===== src/rtl/note_scheduler.sv =====
// note_scheduler: scrolls chart ROM rows through a 16-row note window
// and judges strums against the hit-line row, keeping a hit score.
module note_scheduler #(
    parameter int ADDR_W              = 8,
    parameter int SONG_LEN            = 256,
    parameter int MAX_NOTES_ON_SCREEN = 16
) (
    input  logic              clock,
    input  logic              reset,
    input  logic              start,
    input  logic              beat_tick,
    output logic [ADDR_W-1:0] rom_addr,
    input  logic [3:0]        rom_data,
    input  logic [3:0]        disp_row,
    output logic [3:0]        disp_notes,
    input  logic              strum,
    input  logic [3:0]        frets,
    output logic              hit,
    output logic              miss,
    output logic [15:0]       score,
    output logic              busy,
    output logic              done
);

    localparam int DEPTH = MAX_NOTES_ON_SCREEN;
    localparam logic [ADDR_W:0] LEN = (ADDR_W+1)'(SONG_LEN);
    localparam logic [ADDR_W:0] ONE = {{ADDR_W{1'b0}}, 1'b1};

    typedef enum logic [2:0] {
        IDLE,
        RUN,
        FETCH,
        LOAD,
        DONE
    } state_t;

    state_t          state_q;
    logic [3:0]      window_q [DEPTH];
    logic [ADDR_W:0] ptr_q;
    logic            judged_q;
    logic            hit_q;
    logic            miss_q;
    logic [15:0]     score_q;
    logic            busy_q;
    logic            done_q;

    logic            row0_live_d;
    logic            strum_ok_d;
    logic            strum_hit_d;
    logic            strum_miss_d;
    logic            tick_miss_d;
    logic            upper_empty_d;
    logic            more_rows_d;

    assign rom_addr   = ptr_q[ADDR_W-1:0];
    assign disp_notes = window_q[disp_row];
    assign hit        = hit_q;
    assign miss       = miss_q;
    assign score      = score_q;
    assign busy       = busy_q;
    assign done       = done_q;

    // Judge decisions: a strum is resolved before a same-cycle tick.
    always_comb begin
        row0_live_d  = (window_q[0] != 4'b0) && !judged_q;
        strum_ok_d   = (state_q == RUN) && strum && row0_live_d;
        strum_hit_d  = strum_ok_d && (frets == window_q[0]);
        strum_miss_d = strum_ok_d && (frets != window_q[0]);
        tick_miss_d  = (state_q == RUN) && beat_tick
                       && row0_live_d && !strum_ok_d;
        more_rows_d  = ptr_q < LEN;
        upper_empty_d = 1'b1;
        for (int i = 1; i < DEPTH; i++) begin
            if (window_q[i] != 4'b0) begin
                upper_empty_d = 1'b0;
            end
        end
    end

    // Sequencer FSM with window scroll, judging and registered pulses.
    always_ff @(posedge clock or posedge reset) begin
        if (reset) begin
            state_q  <= IDLE;
            ptr_q    <= '0;
            judged_q <= 1'b0;
            hit_q    <= 1'b0;
            miss_q   <= 1'b0;
            score_q  <= '0;
            busy_q   <= 1'b0;
            done_q   <= 1'b0;
            for (int i = 0; i < DEPTH; i++) begin
                window_q[i] <= 4'b0;
            end
        end else begin
            hit_q  <= 1'b0;
            miss_q <= 1'b0;
            unique case (state_q)
                IDLE, DONE: begin
                    if (start) begin
                        state_q  <= RUN;
                        ptr_q    <= '0;
                        judged_q <= 1'b0;
                        score_q  <= '0;
                        busy_q   <= 1'b1;
                        done_q   <= 1'b0;
                        for (int i = 0; i < DEPTH; i++) begin
                            window_q[i] <= 4'b0;
                        end
                    end
                end
                RUN: begin
                    if (strum_hit_d) begin
                        hit_q    <= 1'b1;
                        judged_q <= 1'b1;
                        if (score_q != 16'hFFFF) begin
                            score_q <= score_q + 16'd1;
                        end
                    end
                    if (strum_miss_d || tick_miss_d) begin
                        miss_q   <= 1'b1;
                        judged_q <= 1'b1;
                    end
                    if (beat_tick) begin
                        state_q <= FETCH;
                    end
                end
                FETCH: begin
                    state_q <= LOAD;
                end
                LOAD: begin
                    for (int i = 0; i < DEPTH - 1; i++) begin
                        window_q[i] <= window_q[i+1];
                    end
                    window_q[DEPTH-1] <= more_rows_d ? rom_data : 4'b0;
                    if (more_rows_d) begin
                        ptr_q <= ptr_q + ONE;
                    end
                    judged_q <= 1'b0;
                    if (!more_rows_d && upper_empty_d) begin
                        state_q <= DONE;
                        busy_q  <= 1'b0;
                        done_q  <= 1'b1;
                    end else begin
                        state_q <= RUN;
                    end
                end
                default: begin
                    state_q <= IDLE;
                    busy_q  <= 1'b0;
                    done_q  <= 1'b0;
                end
            endcase
        end
    end

endmodule

===== config.mk =====
export PLATFORM = sky130hd
export DESIGN_NAME = note_scheduler
export DESIGN_NICKNAME = d
export VERILOG_FILES = /design/src/rtl/note_scheduler.sv
export SDC_FILE = /design/constraint.sdc
export NUM_CORES = 1
export LEC_CHECK = 0
export ABC_AREA = 1
export ABC_CLOCK_PERIOD_IN_PS = 3000
export BUFFER_PORTS_ARGS = -buffer_cell sky130_fd_sc_hd__buf_4
export CAP_MARGIN = 20
export CORE_MARGIN = 2
export CORE_UTILIZATION = 54
export CTS_CLUSTER_SIZE = 24
export DETAILED_ROUTE_END_ITERATION = 10
export PLACE_DENSITY_LB_ADDON = 0.05
export SLEW_MARGIN = 25
export SYNTH_ARGS = -nofsm -noshare
export SYNTH_HDL_FRONTEND = slang
export SYNTH_SLANG_ARGS = --single-unit

===== constraint.sdc =====
create_clock -name clock -period 3 [get_ports clock]
set_clock_uncertainty 0.15 [all_clocks]
set_input_delay 0.15 -clock clock [delete_from_list [all_inputs] [get_ports clock]]
set_output_delay 0.15 -clock clock [all_outputs]
set_load 0.005 [all_outputs]

==> impl_metrics.py, run 1 <==
metrics = {
    "floorplan": {
        "floorplan.initialDensity_pct": 55.16,
        "fp.dieH_um": 100.9,
        "area_enclosed_by_the_die_boundary_um2": 10180,
        "core_region_area_um2": 9196,
        "io_pins": 49,
        "die_width_um": 100.9,
        "placement_rows": 35,
    },
    "routing": {
        "drc": 0,
        "routedLengthMet1_mm": 5.790,
        "drt_iter0_drcs": 280,
        "viasPerCell": 5.495,
        "drt-wirelength-per-cell_um": 14.61,
        "dr.max_layer_used": "met4",
        "routed-via-count": 4374,
        "drt_pre_antenna_iters": 5,
        "met2_wirelength_mm": 5.355,
        "post_route_antenna_net_violation_count": 0,
        "detailed_route_wirelength_on_metal3_um": 348,
        "wirelength_mm": 11.63,
    },
    "synth": {
        "synth_warnings": 0,
        "synth.avg_cell_area_um2": 7.864,
        "ys_ff_latch": 97,
        "ys_async_sr_fraction_pct": 100.0,
        "syn_inst": 645,
        "syn_nets": 664,
        "synth-edff-count": 0,
        "post_synth_num_cell_types": 33,
        "seq_area_frac_synth_pct": 47.85,
        "synth_ff_type": "sky130_fd_sc_hd__dfrtp_1",
        "syn_area_um2": 5072,
    },
    "cts": {
        "clkSinkCount": 97,
        "cts_repair_resizes": 0,
        "tritoncts.num_buffers": 9,
        "worst_skew_pair.late_latency_ns": 0.36,
        "cts-htree-levels": 3,
        "clock_path_buffers": 2,
        "clkTransAtPathRegs_ns": 0.10,
        "cts-root-buf": "sky130_fd_sc_hd__clkbuf_8",
        "cts_tree": "yes",
    },
    "global_routing": {
        "grt_use_total_pct": 23.56,
        "grt_overflow_total": 0,
        "grt_max_degree": 65,
        "first_pass_grt_wire_length_mm": 19.29,
        "grt_antenna_before_repair": 0,
        "grt_pass1_vias": 4076,
    },
    "placement": {
        "portBuffers": 48,
        "place.detailed.hpwl_mm": 7.711,
        "dp_worst_setup_slack_ns": 0.9121,
        "routabilityCongestion": 0.7970,
        "post-place-cells": 773,
    },
    "power_and_ir_drop": {
        "power.total_uw": 4344,
        "worst_ir_drop_vdd_mv": 0.5077,
        "power.leakage_uw": 0.002705,
        "power_density_nw_per_um2": 759.0,
    },
    "layout": {
        "antenna-diode-count": 0,
        "nNetsFinal": 699,
        "drive_gt1_share_pct": 13.43,
        "area.growth.synth_to_final_pct": 12.83,
        "instances_no_fill": 796,
    },
    "run": {
        "drv.max_cap_violation_count": 0,
    },
    "worst_setup_path": {
        "worst_ep_arrival_time_ns": 2.25,
        "worst_setup_path_startpoint": "state_q[2]",
        "timing.reg2reg.setup_slack_ns": 0.90,
        "critical_path.startpoint_type": "register",
        "timing.reg2reg.worst_path_depth": 9,
        "reg2reg_from": "state_q[2]",
        "timing.critical_path.to_type": "register",
        "critical_path.endpoint": "score[12]",
        "critical_path_class": "register to register",
        "critical_path.max_fanout": 24,
        "r2r_end": "score[12]",
        "cp_data_required_time_ns": 3.15,
    },
    "timing": {
        "final.min_clock_period_ns": 2.096,
        "slew_headroom_pct": 53.14,
        "setup_total_negative_slack_ns": 0,
        "setup-violations-final": 0,
        "report.final.hold_viol_count": 0,
        "layout_worst_path_cycle_share_pct": 69.87,
        "worst_pin_slew_ns": 0.7029,
        "timing.final.ws_setup_ns": 0.9039,
        "rsz0062_at_grt": "false",
        "slew_viol_final": 0,
        "achievable-frequency_mhz": 477.1,
    },
    "min_path": {
        "worst_hold_path_type": "input port to register",
    },
    "run_status": {
        "status": "finished clean",
    },
}
routing by layer:
metal | track usage (%) | up-vias
li1 | - | 2196
met1 | 35.58 | 2072
met2 | 35.85 | 92
met3 | 3.329 | 14
met4 | 6.133 | 0
met5 | 0 | -
logic make-up (layout without fill, tap and decap cells):
| family | after synthesis | after routing | synth area share, % |
|---|---|---|---|
| and+or+nand+nor | 250 | 250 | 20.75 |
| adders and majority gates | 2 | 2 | 0.4933 |
| AOI/OAI and AO/OA | 160 | 160 | 18.60 |
| buffers and inverters | 125 | 165 | 10.41 |
| DFF | 97 | 97 | 47.85 |
| xor gates and xnor gates | 11 | 11 | 1.899 |
timing repair:
item / CTS / global route
setup buffers: 0 / 0
hold buffers: 7 / 0
hold endpoints to repair: 59 / 0
sequential cells by signal (all words and copies together) (netlist names):
register  count
busy          1
done          1
hit           1
judged_q      1
miss          1
ptr_q         9
score        16
state_q       3
window_q     64
critical path: stages (launching register included):
cell                       delay (ns)
sky130_fd_sc_hd__dfrtp_1         0.47
sky130_fd_sc_hd__nor3_2          0.19
sky130_fd_sc_hd__buf_4           0.20
sky130_fd_sc_hd__inv_2           0.14
sky130_fd_sc_hd__nand2_1         0.10
sky130_fd_sc_hd__a21boi_2        0.22
sky130_fd_sc_hd__nand2_4         0.20
sky130_fd_sc_hd__inv_2           0.20
sky130_fd_sc_hd__nand2_1         0.08
sky130_fd_sc_hd__nand2_1         0.07
how the worst min path moves through the flow:
stage | startpoint | cells after the start | end | slack [ns]
5_1_grt | frets[3] | 5 | hit | 0.07
4_1_cts | frets[3] | 5 | hit | 0.03
6_report | frets[3] | 5 | hit | 0.04
3_3_place_gp | reset | 2 | window_q[41] | 0.17
2_1_floorplan | beat_tick | 1 | state_q[0] | 0.11
3_5_place_dp | reset | 2 | window_q[41] | 0.17
placed cells by master (no fill, tap or decap), types with 3 or more instances in the layout:
cell / n
sky130_fd_sc_hd__nand2_1: 118
sky130_fd_sc_hd__dfrtp_1: 97
sky130_fd_sc_hd__inv_1: 86
sky130_fd_sc_hd__nor2_1: 77
sky130_fd_sc_hd__o22ai_1: 60
sky130_fd_sc_hd__buf_4: 50
sky130_fd_sc_hd__o21ai_0: 43
sky130_fd_sc_hd__a21oi_1: 38
sky130_fd_sc_hd__nand3_1: 27
sky130_fd_sc_hd__xor2_1: 10
sky130_fd_sc_hd__nor3_1: 9
sky130_fd_sc_hd__clkbuf_8: 9
sky130_fd_sc_hd__o221ai_1: 8
sky130_fd_sc_hd__dlygate4sd3_1: 7
sky130_fd_sc_hd__or2_2: 6
sky130_fd_sc_hd__o21ai_2: 6
sky130_fd_sc_hd__inv_2: 3
sky130_fd_sc_hd__nand2_2: 3
layout make-up:
| cell class | count | area, um2 |
|---|---|---|
| Fill cell | 821 | 3473 |
| Sequential cell | 97 | 2427 |
| Multi-Input combinational cell | 423 | 2120 |
| Timing Repair Buffer | 59 | 485.5 |
| Inverter | 90 | 340.3 |
| Tap cell | 111 | 138.9 |
| Clock buffer | 11 | 131.4 |
| Clock inverter | 5 | 80.08 |
cell usage after synthesis, types with 2 or more instances:
cell	instances	area [um2]
sky130_fd_sc_hd__a21oi_1	38	190.2
sky130_fd_sc_hd__buf_2	11	55.05
sky130_fd_sc_hd__buf_4	8	60.06
sky130_fd_sc_hd__buf_6	2	22.52
sky130_fd_sc_hd__clkbuf_1	14	52.55
sky130_fd_sc_hd__dfrtp_1	97	2427
sky130_fd_sc_hd__ha_1	2	25.02
sky130_fd_sc_hd__inv_1	87	326.6
sky130_fd_sc_hd__inv_2	3	11.26
sky130_fd_sc_hd__nand2_1	119	446.7
sky130_fd_sc_hd__nand2_2	2	12.51
sky130_fd_sc_hd__nand2_4	2	22.52
sky130_fd_sc_hd__nand3_1	27	135.1
sky130_fd_sc_hd__nand4_1	2	12.51
sky130_fd_sc_hd__nor2_1	77	289.0
sky130_fd_sc_hd__nor3_1	9	45.04
sky130_fd_sc_hd__nor3_2	2	20.02
sky130_fd_sc_hd__o21ai_0	43	215.2
sky130_fd_sc_hd__o21ai_2	6	52.55
sky130_fd_sc_hd__o221ai_1	8	70.07
sky130_fd_sc_hd__o22ai_1	60	375.4
sky130_fd_sc_hd__or2_2	6	37.54
sky130_fd_sc_hd__xor2_1	10	87.58
where the power goes:
group          internal, uW  total [uW]  leakage, uW  switching [uW]
logic                   551        1690      0.00127            1140
clock network           470         924    0.0000995             455
registers              1560        1730      0.00134             172
per-stage QoR:
step | instance area, um2 | utilization (%) | hold WS [ns]
3_3_place_gp | 5441 | 59.17 | 0.1667
4_1_cts | 5723 | 62.23 | 0.03284
2_1_floorplan | 5072 | - | 0.1118
5_1_grt | 5723 | 62.23 | 0.06785
6_report | 5723 | 62.23 | 0.03825
3_5_place_dp | 5441 | 59.17 | 0.1694
Power figures use the tool's default switching activity.
==> run 2, diff against run 1 <==
ABC_CLOCK_PERIOD_IN_PS = 1700   (was 3000)
clock period = 1.7 ns   (was 3 ns; I/O delays follow)
==> run 2 against run 1 <==
  * The run now ends with negative setup slack left
  * Non-clock buffer count up 60
  * Register-to-register slack got worse by 1.0 ns
  * Global-route usage increased by 1.9 points
  * First-iteration DRC count down 14%
  * Via count rose by 7.6%
  * Wire length rose by 12%
  * Combinational power rose by 150%
  * Largest cell class unchanged
  * Largest power group is now combinational cells
==> impl_metrics.py, run 2 (synthesized netlist as in run 1, its figures left out) <==
metrics = {
    "run_status": {
        "status": "finished, violations left",
        "violations": "negative setup slack",
    },
    "timing": {
        "worst_pin_slew_ns": 0.5965,
        "rsz0062_at_grt": "true",
        "final.min_clock_period_ns": 1.831,
        "timing.final.ws_setup_ns": -0.1306,
        "achievable-frequency_mhz": 546.3,
        "slew_headroom_pct": 60.23,
        "layout_worst_path_cycle_share_pct": 107.7,
        "report.final.hold_viol_count": 0,
        "setup-violations-final": 20,
        "slew_viol_final": 0,
    },
    "global_routing": {
        "grt_pass1_vias": 4327,
        "grt_antenna_before_repair": 0,
        "first_pass_grt_wire_length_mm": 20.58,
        "grt_overflow_total": 0,
        "top_usage_layer": "met2",
        "grt_max_degree": 69,
        "fraction_of_met2_tracks_used_by_global_routing_pct": 40.67,
        "grt_use_met1_pct": 36.17,
        "grt_use_total_pct": 25.47,
        "grt_util_met3_pct": 4.577,
    },
    "routing": {
        "drt_pre_antenna_iters": 5,
        "drc": 0,
        "drt_iter0_drcs": 242,
        "viasPerCell": 5.500,
        "post_route_antenna_net_violation_count": 0,
        "wirelength_mm": 12.98,
        "routed-via-count": 4708,
        "drt-wirelength-per-cell_um": 15.16,
    },
    "floorplan": {
        "core_region_area_um2": 9196,
        "area_enclosed_by_the_die_boundary_um2": 10180,
        "placement_rows": 35,
        "floorplan.initialDensity_pct": 55.16,
        "fp.dieH_um": 100.9,
        "die_width_um": 100.9,
        "io_pins": 49,
    },
    "placement": {
        "routabilityCongestion": 0.8393,
        "dp_worst_setup_slack_ns": -0.005069,
        "detailed_place.area_um2": 5758,
        "portBuffers": 48,
        "place.detailed.hpwl_mm": 8.515,
        "post-place-cells": 810,
    },
    "worst_setup_path": {
        "worst_setup_path_startpoint": "window_q[58]",
        "worst_path_largest_cell_delay_ns": 0.41,
        "cp_data_required_time_ns": 1.46,
        "r2r_end": "score[6]",
        "timing.reg2reg.worst_path_depth": 9,
        "critical_path.max_fanout": 3,
        "reg2reg_from": "score[0]",
        "crit_top_cell": "sky130_fd_sc_hd__nand2_1",
        "worst_ep_arrival_time_ns": 1.60,
        "critPathSlowestCell": "sky130_fd_sc_hd__dfrtp_1",
        "critical_path.endpoint": "disp_notes[2]",
        "crit_chain": "inv_2 > a21oi_2 > o21ai_1 > nand2_1 > o221ai_2 > nand2_1 > buf_6",
        "timing.reg2reg.setup_slack_ns": -0.11,
        "timing.critical_path.to_type": "primary output",
        "critical_path.startpoint_type": "register",
        "critical_path_class": "register to primary output",
    },
    "layout": {
        "utilization_pct": 70.65,
        "antenna-diode-count": 0,
        "instances_no_fill": 856,
        "area.growth.synth_to_final_pct": 28.10,
        "layout.cells.most_common": "sky130_fd_sc_hd__nand2_1",
        "multi_input_comb_area_um2": 2327,
        "fillers": 745,
        "ff_latch_area_um2": 2430,
        "max_flop_register": "window_q",
        "layout_common_cells": "sky130_fd_sc_hd__nand2_1, sky130_fd_sc_hd__buf_4, sky130_fd_sc_hd__dfrtp_1",
        "nNetsFinal": 759,
        "final_cell_area_excluding_filler_cells_um2": 6497,
        "drive_gt1_share_pct": 28.05,
        "number_of_flip_flops_in_the_largest_register": 64,
    },
    "cts": {
        "cts_tree": "yes",
        "clkTransAtPathRegs_ns": 0.10,
        "cts-root-buf": "sky130_fd_sc_hd__clkbuf_8",
        "worst_skew_pair.late_latency_ns": 0.38,
        "tritoncts.num_buffers": 9,
        "cts-htree-levels": 3,
        "clock_path_buffers": 2,
        "clkSinkCount": 97,
    },
    "run": {
        "drv.max_cap_violation_count": 0,
    },
    "min_path": {
        "worst_hold_path_type": "input port to register",
    },
    "power_and_ir_drop": {
        "power_density_nw_per_um2": 1378,
        "worst_ir_drop_vdd_mv": 0.9459,
        "power.total_uw": 8951,
        "power.leakage_uw": 0.003074,
    },
}
==> run 2: cell type report <==
cell class	instances	share of cell area [%]
Sequential cell	97	37.40
Multi-Input combinational cell	423	35.82
Timing Repair Buffer	119	15.81
Inverter	90	5.334
Tap cell	111	2.137
Clock buffer	10	2.118
Clock inverter	6	1.386
==> run 2: how the worst min path moves through the flow <==
stage / start / end / slack, ns / cells past startpoint
2_1_floorplan: beat_tick / state_q[0] / 0.05 / 1
3_3_place_gp: reset / score[14] / 0.02 / 3
3_5_place_dp: reset / score[14] / 0.02 / 3
4_1_cts: frets[3] / hit / 0.06 / 6
5_1_grt: frets[3] / hit / 0.17 / 7
6_report: frets[3] / hit / 0.17 / 7
==> run 2: what timing repair did <==
item | in CTS | in global routing
hold endpoints to repair | 108 | 0
hold buffers | 8 | 0
pin swaps | 8 | 35
setup buffers | 5 | 17
resized for setup | 13 | 74
setup endpoints to repair | 18 | 25
cloned | 0 | 1
==> run 2: where the power goes <==
part / total, uW / internal (uW) / switching [uW]
clock network: 1710 / 874 / 840
registers: 3060 / 2750 / 313
logic: 4170 / 1720 / 2450
==> run 2: critical path, delay by kind of cell, from the launching register on <==
kind | cells | cell delay (ns)
AOI/OAI and AO/OA | 3 | 0.37
buffers and inverters | 2 | 0.22
DFF | 1 | 0.41
and+or+nand+nor | 2 | 0.23
==> run 2: stage by stage <==
| stage | setup TNS, ns | hold WS (ns) |
|---|---|---|
| 6_report | -1.660 | 0.1708 |
| 5_1_grt | -3.915 | 0.1745 |
| 4_1_cts | -0.4582 | 0.05610 |
| 3_5_place_dp | -0.005069 | 0.02422 |
| 3_3_place_gp | 0 | 0.01895 |
| 2_1_floorplan | 0 | 0.04676 |
==> run 2: metal layers <==
metal	wire length, um	vias to the layer above
li1	-	2314
met1	5921	2264
met2	6441	117
met3	471	13
met4	147	0
met5	0	-
==> run 3, diff against run 2 <==
ABC_CLOCK_PERIOD_IN_PS = 2200   (was 1700)
CORE_UTILIZATION = 59   (was 54)
clock period = 2.2 ns   (was 1.7 ns; I/O delays follow)
==> run 3 against run 2 <==
  * The run now ends clean
  * Largest cell class unchanged
  * Total power down 36%
  * Core utilization down 1.7 points
  * Critical path depth up 3
  * Non-clock buffer count down 58
  * Highest routed layer unchanged
==> impl_metrics.py, run 3 (synthesized netlist as in run 1, its figures left out) <==
metrics = {
    "run_status": {
        "status": "finished clean",
    },
    "power_and_ir_drop": {
        "worst_ir_drop_vdd_mv": 0.5345,
        "power_density_nw_per_um2": 1008,
        "power.leakage_uw": 0.002699,
    },
    "timing": {
        "layout_worst_path_cycle_share_pct": 91.18,
        "setup_total_negative_slack_ns": 0,
        "setup-violations-final": 0,
        "worst_pin_slew_ns": 0.6345,
        "slew_headroom_pct": 57.70,
        "final.min_clock_period_ns": 2.006,
        "achievable-frequency_mhz": 498.5,
        "rsz0062_at_grt": "false",
        "slew_viol_final": 0,
        "report.final.hold_viol_count": 0,
    },
    "layout": {
        "antenna-diode-count": 0,
        "nNetsFinal": 701,
        "max_flop_register": "window_q",
        "layout_common_cells": "sky130_fd_sc_hd__nand2_1, sky130_fd_sc_hd__dfrtp_1, sky130_fd_sc_hd__inv_1",
        "number_of_flip_flops_in_the_largest_register": 64,
        "utilization_pct": 68.92,
        "layout.cells.most_common": "sky130_fd_sc_hd__nand2_1",
        "drive_gt1_share_pct": 13.60,
        "area.growth.synth_to_final_pct": 12.21,
    },
    "routing": {
        "post_route_antenna_net_violation_count": 0,
        "detailed_route_wirelength_on_metal3_um": 360,
        "routedLengthMet1_mm": 5.373,
        "drc": 0,
        "viasPerCell": 5.504,
        "routed-via-count": 4343,
        "met2_wirelength_mm": 5.609,
        "drt_iter0_drcs": 300,
        "wirelength_mm": 11.57,
        "dr.max_layer_used": "met4",
        "drt-wirelength-per-cell_um": 14.67,
        "drt_pre_antenna_iters": 4,
    },
    "cts": {
        "cts_repair_resizes": 0,
        "clkSinkCount": 97,
        "cts_tree": "yes",
        "clkTransAtPathRegs_ns": 0.09,
        "worst_skew_pair.late_latency_ns": 0.36,
        "tritoncts.num_buffers": 9,
        "cts-htree-levels": 3,
        "cts-root-buf": "sky130_fd_sc_hd__clkbuf_8",
        "clock_path_buffers": 2,
    },
    "worst_setup_path": {
        "timing.critical_path.buf_inv": 1,
        "worst_path_largest_cell_delay_ns": 0.42,
        "critical_path.startpoint_type": "register",
        "critical_path.top_delay_family": "simple AND/OR/NAND/NOR gates",
        "crit_top_cell": "sky130_fd_sc_hd__nand2_1",
        "worst_ep_arrival_time_ns": 2.11,
        "critical_path.max_fanout": 24,
        "critical_path_class": "register to register",
        "critPathSlowestCell": "sky130_fd_sc_hd__dfrtp_1",
        "timing.critical_path.to_type": "register",
        "crit_chain": "ha_1 > nand2_1 > nor2_1 > nand2_1 > nor3_2 > a21boi_2 > nand2_4 > inv_2 > nand2_1 > nand2_1",
        "cp_data_required_time_ns": 2.30,
    },
    "global_routing": {
        "grt_pass1_vias": 4226,
        "first_pass_grt_wire_length_mm": 19.81,
        "grt_overflow_total": 0,
        "grt_max_degree": 98,
        "grt_use_total_pct": 25.57,
        "grt_antenna_before_repair": 0,
    },
    "run": {
        "drv.max_cap_violation_count": 0,
    },
    "placement": {
        "place.detailed.hpwl_mm": 7.799,
        "portBuffers": 48,
        "routabilityCongestion": 0.8520,
    },
    "floorplan": {
        "placement_rows": 33,
        "fp.dieH_um": 96.72,
        "io_pins": 49,
        "die_width_um": 96.72,
        "core_region_area_um2": 8258,
        "floorplan.initialDensity_pct": 61.42,
        "area_enclosed_by_the_die_boundary_um2": 9355,
    },
    "min_path": {
        "worst_hold_path_type": "input port to register",
    },
}
-- run 3: final timing paths --
kind,start,cells after the start,slack [ns],to
worst max-delay path,score[1],10,0.19,score[4]
worst max register to register,score[1],10,0.19,score[4]
worst min-delay path,frets[3],5,0.02,hit
max in group asynchronous,reset,4,1.19,score[7]
worst min register to register,judged_q,2,0.34,judged_q
min in group asynchronous,reset,4,0.27,window_q[46]
-- run 3: area by class of cell --
| class | count | area [um2] |
|---|---|---|
| clock buffer | 9 | 123.9 |
| clock inverter | 4 | 47.55 |
| fill | 700 | 2566 |
| inverter | 90 | 341.6 |
| multi-input combinational | 423 | 2120 |
| sequential | 97 | 2427 |
| tap | 105 | 131.4 |
| timing repair buffer | 61 | 500.5 |
-- run 3: metal layers --
metal | up-vias | GRT usage [%]
li1 | 2194 | -
met1 | 2047 | 35.16
met2 | 83 | 42.41
met3 | 19 | 2.818
met4 | 0 | 8.992
met5 | - | 0
-- run 3: power by group --
group,internal (uW),leakage (uW),switching [uW]
Clock,504,0.0000868,595
Combinational,764,0.00128,1520
Sequential,2120,0.00134,232
Total,3390,0.00270,2350
-- run 3: what timing repair did --
action,4_1_cts,5_1_grt
endpoints found under the hold margin,104,0
hold buffers,7,0
buffers inserted,0,0
endpoints found under the setup margin,0,1
-- run 3: stage by stage --
step	cell area [um2]	setup WS, ns	total power [uW]	std cells	hold WS [ns]
global placement	5450	0.3339	4588	769	0.1481
finish	5692	0.1941	5737	789	0.01986
detailed placement	5450	0.2296	4645	769	0.1538
CTS	5692	0.1946	5745	789	0.01570
floorplan	5076	0.5259	4102	645	0.07176
global route	5692	0.003960	6174	789	0.06766
-- run 3: tightest hold or removal path, stage by stage --
cell and delay (ns):
sky130_fd_sc_hd__buf_4 0.08, sky130_fd_sc_hd__nand2_1 0.04, sky130_fd_sc_hd__nand3_1 0.07, sky130_fd_sc_hd__nand3b_1 0.13
sky130_fd_sc_hd__inv_1 0.05
